File: src/rtl/fetch_unit.sv
// Instruction-fetch stage: PC, boot/interrupt vectoring and
// assembly of 1- and 2-byte instructions for the IF/ID register.
module fetch_unit #(
  parameter logic [3:0] TWO_BYTE_OP = 4'hC,
  parameter logic [7:0] INT_OP      = 8'h78,
  parameter logic [7:0] RESET_VEC   = 8'h00,
  parameter logic [7:0] INT_VEC     = 8'h01
) (
  input  logic       clk,
  input  logic       reset,
  input  logic [7:0] imem_rdata,
  output logic [7:0] imem_addr,
  input  logic       stall_F,
  input  logic       branch_taken,
  input  logic [7:0] branch_target,
  input  logic       intr,
  output logic [7:0] instr_F,
  output logic [7:0] imm_F,
  output logic [7:0] pc_F,
  output logic [7:0] pc_plus_1_F,
  output logic       valid_F
);

  typedef enum logic [1:0] {
    S_BOOT, S_FETCH, S_IMM, S_INTV
  } state_t;

  state_t     state_q, state_d;
  logic [7:0] pc_q, pc_d;
  logic [7:0] op_q, op_d;
  logic [7:0] op_pc_q, op_pc_d;
  logic       pend_q, pend_d;
  logic [7:0] instr_q, instr_d;
  logic [7:0] imm_q, imm_d;
  logic [7:0] pcf_q, pcf_d;
  logic [7:0] pc1_q, pc1_d;
  logic       valid_q, valid_d;
  logic [7:0] pc_inc;

  assign pc_inc      = pc_q + 8'd1;
  assign instr_F     = instr_q;
  assign imm_F       = imm_q;
  assign pc_F        = pcf_q;
  assign pc_plus_1_F = pc1_q;
  assign valid_F     = valid_q;

  always_comb begin
    unique case (state_q)
      S_BOOT:  imem_addr = RESET_VEC;
      S_INTV:  imem_addr = INT_VEC;
      default: imem_addr = pc_q;
    endcase
  end

  always_comb begin
    state_d = state_q;
    pc_d    = pc_q;
    op_d    = op_q;
    op_pc_d = op_pc_q;
    pend_d  = pend_q | intr;
    instr_d = instr_q;
    imm_d   = imm_q;
    pcf_d   = pcf_q;
    pc1_d   = pc1_q;
    valid_d = valid_q;
    if (branch_taken && state_q != S_BOOT) begin
      pc_d    = branch_target;
      state_d = S_FETCH;
      valid_d = 1'b0;
    end else if (!stall_F) begin
      unique case (state_q)
        S_BOOT, S_INTV: begin
          pc_d    = imem_rdata;
          valid_d = 1'b0;
          state_d = S_FETCH;
        end
        S_FETCH: begin
          if (pend_q) begin
            // Fetch at PC is replayed after the ISR returns to pc_plus_1_F
            instr_d = INT_OP;
            imm_d   = 8'h00;
            pcf_d   = pc_q;
            pc1_d   = pc_q;
            valid_d = 1'b1;
            pend_d  = 1'b0;
            state_d = S_INTV;
          end else if (imem_rdata[7:4] == TWO_BYTE_OP) begin
            op_d    = imem_rdata;
            op_pc_d = pc_q;
            pc_d    = pc_inc;
            valid_d = 1'b0;
            state_d = S_IMM;
          end else begin
            instr_d = imem_rdata;
            imm_d   = 8'h00;
            pcf_d   = pc_q;
            pc1_d   = pc_inc;
            valid_d = 1'b1;
            pc_d    = pc_inc;
          end
        end
        S_IMM: begin
          instr_d = op_q;
          imm_d   = imem_rdata;
          pcf_d   = op_pc_q;
          pc1_d   = pc_inc;
          valid_d = 1'b1;
          pc_d    = pc_inc;
          state_d = S_FETCH;
        end
      endcase
    end
  end

  always_ff @(posedge clk or negedge reset) begin
    if (!reset) begin
      state_q <= S_BOOT;
      pc_q    <= 8'h00;
      op_q    <= 8'h00;
      op_pc_q <= 8'h00;
      pend_q  <= 1'b0;
      instr_q <= 8'h00;
      imm_q   <= 8'h00;
      pcf_q   <= 8'h00;
      pc1_q   <= 8'h00;
      valid_q <= 1'b0;
    end else begin
      state_q <= state_d;
      pc_q    <= pc_d;
      op_q    <= op_d;
      op_pc_q <= op_pc_d;
      pend_q  <= pend_d;
      instr_q <= instr_d;
      imm_q   <= imm_d;
      pcf_q   <= pcf_d;
      pc1_q   <= pc1_d;
      valid_q <= valid_d;
    end
  end

endmodule

File: config.mk
export PLATFORM = sky130hd
export DESIGN_NAME = fetch_unit
export DESIGN_NICKNAME = d
export VERILOG_FILES = /design/src/rtl/fetch_unit.sv
export SDC_FILE = /design/constraint.sdc
export NUM_CORES = 1
export LEC_CHECK = 0
export ABC_AREA = 1
export CAP_MARGIN = 20
export CORE_UTILIZATION = 30
export CTS_CLUSTER_SIZE = 24
export DETAILED_ROUTE_END_ITERATION = 6
export GPL_TIMING_DRIVEN = 0
export SLEW_MARGIN = 10
export SYNTH_ARGS = -nofsm -noshare
export SYNTH_HDL_FRONTEND = slang
export SYNTH_SLANG_ARGS = --single-unit
File: constraint.sdc
create_clock -name clk -period 2.1 [get_ports clk]
set_input_delay 0.42 -clock clk [delete_from_list [all_inputs] [get_ports clk]]
set_output_delay 0.42 -clock clk [all_outputs]
set_load 0.005 [all_outputs]
* Word level (Yosys, flattened, before mapping) *
Cells that the tools add are included.

storage, ports and cells
  memories = 0
  bits in read-only memories = 0
  output and inout port bits = 41
  input port bits = 21
  register bits after elaboration = 60
  bits in latches = 0
  RAM bits = 0

operators by class
  bitwise logic cells = 4
  shift-type cells = 0
  divide/modulo/power cells = 0
  reduce and logical (&&, ||, !) cells = 10
  order comparisons = 0
  multiplexer cells = 31
  add/sub/neg operators = 1
  $mul = 0
  eq/ne operators = 8

operator list
  kind                                                                     count
  8-bit 2-to-1 mux                                                         11
  8-bit one-hot mux with 2 select lines                                    5
  8-bit one-hot mux with 3 select lines                                    1
  8-bit by 1-bit adder with 8-bit output, second input constant            1
  1-bit 2-to-1 mux                                                         8
  2-bit 2-to-1 mux                                                         4
  3-bit inequality test, second input constant                             2
  5-bit AND reduction                                                      1
  2-bit equality test, second input constant                               2
  4-bit equality test, second input constant                               1
  4-bit inequality test, second input constant                             1
  2-bit one-hot mux with 2 select lines                                    1
  2-bit AND reduction                                                      2
  4-bit AND reduction                                                      1
  2-bit nonzero test                                                       2
  1-bit NOT                                                                3
  1-bit one-hot mux with 3 select lines                                    1
  3-bit OR reduction                                                       1
  2-bit by 1-bit equality test with 1-bit output, second input constant    1
  2-bit logical NOT                                                        1
  2-bit by 1-bit inequality test with 1-bit output, second input constant  1
  2-bit OR reduction                                                       1
  1-bit logical AND                                                        1
  1-bit bitwise OR                                                         1

* Longest topological paths before layout *
  word-level depth = 6
  depth in mapped cells = 10
  gate-level depth less buffers = 9

* Least setup slack after synthesis *
Ideal clock, no wire load.

  kind = flip-flop to output port
  start = reg state_q[0]
  end = out imem_addr[0]
  stages on the path, launching flop included = 5
  required time = 1.680 ns
  arrival time = 1.211 ns
  slack = 0.469 ns
  path through = dfrtp_1 -> inv_1 -> ha_1 -> clkbuf_1 -> o21a_1

on the way
  longest elaborated chain between the ends = 2
  elaborated cells on any way between the ends = 3
  those cells by class = 1 x eq/ne; 1 x mux; 1 x reduce/logical

ends and longest elaborated chain
  what                                                      RTL line  RTL
  start: declaration                                        28        state_t state_q, state_d;
  start signal: assignment                                  128       state_q <= state_d;
  2-bit equality test or 2-bit logical NOT (tied branches)  48        unique case (state_q)
  8-bit one-hot mux with 2 select lines (*)                 48
  end: declaration                                          12        output logic [7:0] imem_addr,

Mark *: on every way between the ends. The rest lies on a longest branch, timed or not.

* Worst setup path after layout *
  start = reg state_q[1]
  end = out imem_addr[5]

The elaborated chain is that of the path after synthesis.

==> out/summary.txt <==
TNS Setup: 0 ns
Initial antenna violation count: 0
Starting Density: 30.9%
Post-Syn Area: 3010 µm²
Max Freq: 0.505 GHz
PortBufs: 61
Clock root cell: clkbuf_8
Leakage dissipation: 1.95 nW
Number of synthesized register bits: 60
Drt first-iter violations: 242
TritonCTS Buffers: 9
Logic pwr share: 48.6%
First-pass GRT wire length: 13400 µm
GR Util met3: 3.08%
Final GP Congestion: 0.869
Die Area: 10400 µm²
PnR Total Power: 5.74 mW
Internal power: 3.47 mW
Overflow left after global routing: 0
Met1 Use GR: 23.3%
Most common cell in the synthesized netlist: nand2_1
Switch Pwr: 2.27 mW
Yosys warns: 0
Fin cells: 590
Die height: 102 µm
WL/cell: 13.9 µm
Fraction of registers with async set/reset: 100%
Status: complete, no violations
Vias in the first global route: 2662
Sw Ratio: 39.6%
Largest net degree at the start of global routing: 61
Fin util: 41.4%
Die width: 102 µm
Finished Cell Area: 4030 µm²
Ant diodes: 0
WL final: 8190 µm
Syn Nets: 403
Vias per inst: 4.74
Final setup violating endpoints: 0
CTS tree: done
Cell row count: 36
CP Data Required Time: 1.68 ns
RSZ-0062 raised after global routing: false
Nets: 479
Max Cap Viol: 0
Share of cells above drive strength 1: 11.6%
Post-synth top cells: nand2_1, dfrtp_1, o21ai_0, inv_1, nor2_1
Final Hold Viols: 0
Max VDD drop: 0.424 mV
Slew Limit Headroom: 50.8%
Placed cell area: 3780 µm²
Crit-path max FO: 10
Crit path DAT: 1.56 ns
Register area share after synthesis: 49.9%
Critical path startpoint category: flip-flop
Tcrit/Tclk final: 94.3%
Ys flop type: dfrtp_1
Total GRT Usage: 17.1%
Layer with the highest usage: met2
WHS: 0.143 ns
Synth top area share: 49.9%
Critical path class: flip-flop to primary output
Tightest Pin Transition: 0.738 ns
Hold Crit Class: input port to async pin
Tmin final: 1.98 ns
Flop pwr share: 33.3%
H-Tree Depth: 3
ANT nets after route: 0
Avg Cell Area, Syn: 8.00 µm²
Dpl hpwl: 6070 µm
Vias: 2799
Pre-CTS WS: -0.263 ns
Post-synth top area cell: dfrtp_1
Worst-path clk slew: 0.07 ns
Yosys cell types: 27
Total iterations of the first detailed-routing run: 5
Number of synthesized flops with an enable pin: 0
Placeable Area: 9730 µm²
Dpl cells: 570
Gate Count Post-Synth: 376
Clock sinks: 60
Clock Latency Late Sink: 0.34 ns
Ports: 62
Slack of the critical path: 0.119 ns
Critical Path End Type: primary output
DR DRC count: 0
Area grow syn2layout: 33.9%
GRT met2 Usage: 26.5%
PD cells: 1430 nW/µm²
Synth top area cells: dfrtp_1, nand2_1, o21ai_0, inv_1, nor2_1
Slew Viols, Final: 0
Clock Skews: 0.00919 ns
Clock buffer depth: 2
Clk pwr share: 18.1%
[cells by family (layout without fill, tap and decap cells)]
logic type / Yosys count / after routing / share of synthesized area (%)
AO/OA/AOI/OAI: 79 / 79 / 15.2
XOR/XNOR: 2 / 2 / 0.583
adder cells (fa/ha/maj): 6 / 6 / 2.50
buffers and inverters: 53 / 134 / 7.41
flip-flops: 60 / 60 / 49.9
AND/OR/NAND/NOR: 176 / 176 / 24.3
[worst paths after layout]
check                           startpoint             end  slack (ns)  depth (start not counted)
worst max register to register  state_q[1]  pc_plus_1_F[7]        0.18                         11
min in group clk                   op_q[6]         op_q[6]        0.47                          1
worst max-delay path            state_q[1]    imem_addr[5]        0.12                          6
max in group asynchronous            reset      op_pc_q[0]        1.47                          1
worst min register to register     op_q[6]         op_q[6]        0.47                          1
worst min-delay path                 reset         pc_q[1]        0.14                          1
[sequential cells by signal, summed over array words and instances, names as in the netlist, 2 cells and up]
name,flops
imm_F,8
instr_F,8
op_pc_q,8
op_q,8
pc_F,8
pc_plus_1_F,8
pc_q,8
state_q,2
[power by group through the flow]
stage / Clock, mW / Sequential, mW / Combinational, mW
2_1_floorplan: 0 / 1.89 / 1.48
3_3_place_gp: 0 / 1.92 / 2.68
3_5_place_dp: 0 / 1.94 / 2.71
4_1_cts: 1.05 / 1.91 / 2.81
5_1_grt: 1.12 / 1.97 / 3.15
6_report: 1.04 / 1.91 / 2.79
[critical path: stages, from the launching register on]
cell and delay, ns:
dfrtp_1 0.40, inv_2 0.09, ha_4 0.21, clkbuf_16 0.16, nand2_1 0.06, inv_1 0.04
dlygate4sd2_1 0.26
[timing repair]
action / in CTS / in global routing
setup endpoints to repair: 8 / 1
hold buffers: 0 / 0
buffers inserted: 4 / 0
resized for setup: 15 / 2
pin swaps: 1 / 0
[area by class of cell]
class	count	area (µm²)
clock buffers	12	145
repair buffers	65	624
plain buffers	14	97.6
inverters	39	146
multi-input cells	263	1290
clock inverters	4	48.8
well taps	133	166
fillers	989	5700
flip-flops and latches	60	1500
[per-layer routing]
metal	vias to the layer above	share of wire, %
met4	0	1.2
li1	1368	-
met3	10	4.8
met1	1336	47
met5	-	0
met2	85	47
[layout by cell type, fill, tap and decap left out, types with 2 or more instances in the layout]
cell,netlist,final
clkbuf_8,0,10
buf_6,2,2
o21ai_2,10,10
nor2_4,3,3
o21ai_0,49,49
inv_2,2,4
nand3_1,17,17
clkbuf_1,5,6
dfrtp_1,60,60
o21ai_1,6,6
nor2_1,27,27
or2_2,2,2
buf_2,4,4
nand4_1,3,3
nand3_2,2,2
inv_1,37,35
dlygate4sd2_1,0,7
clkdlybuf4s50_1,0,52
a22oi_1,4,4
buf_4,0,5
o22ai_1,6,6
nand2_1,121,121
clkinv_2,0,2
ha_1,6,5
clkbuf_2,3,4
Power figures use the tool's default switching activity.
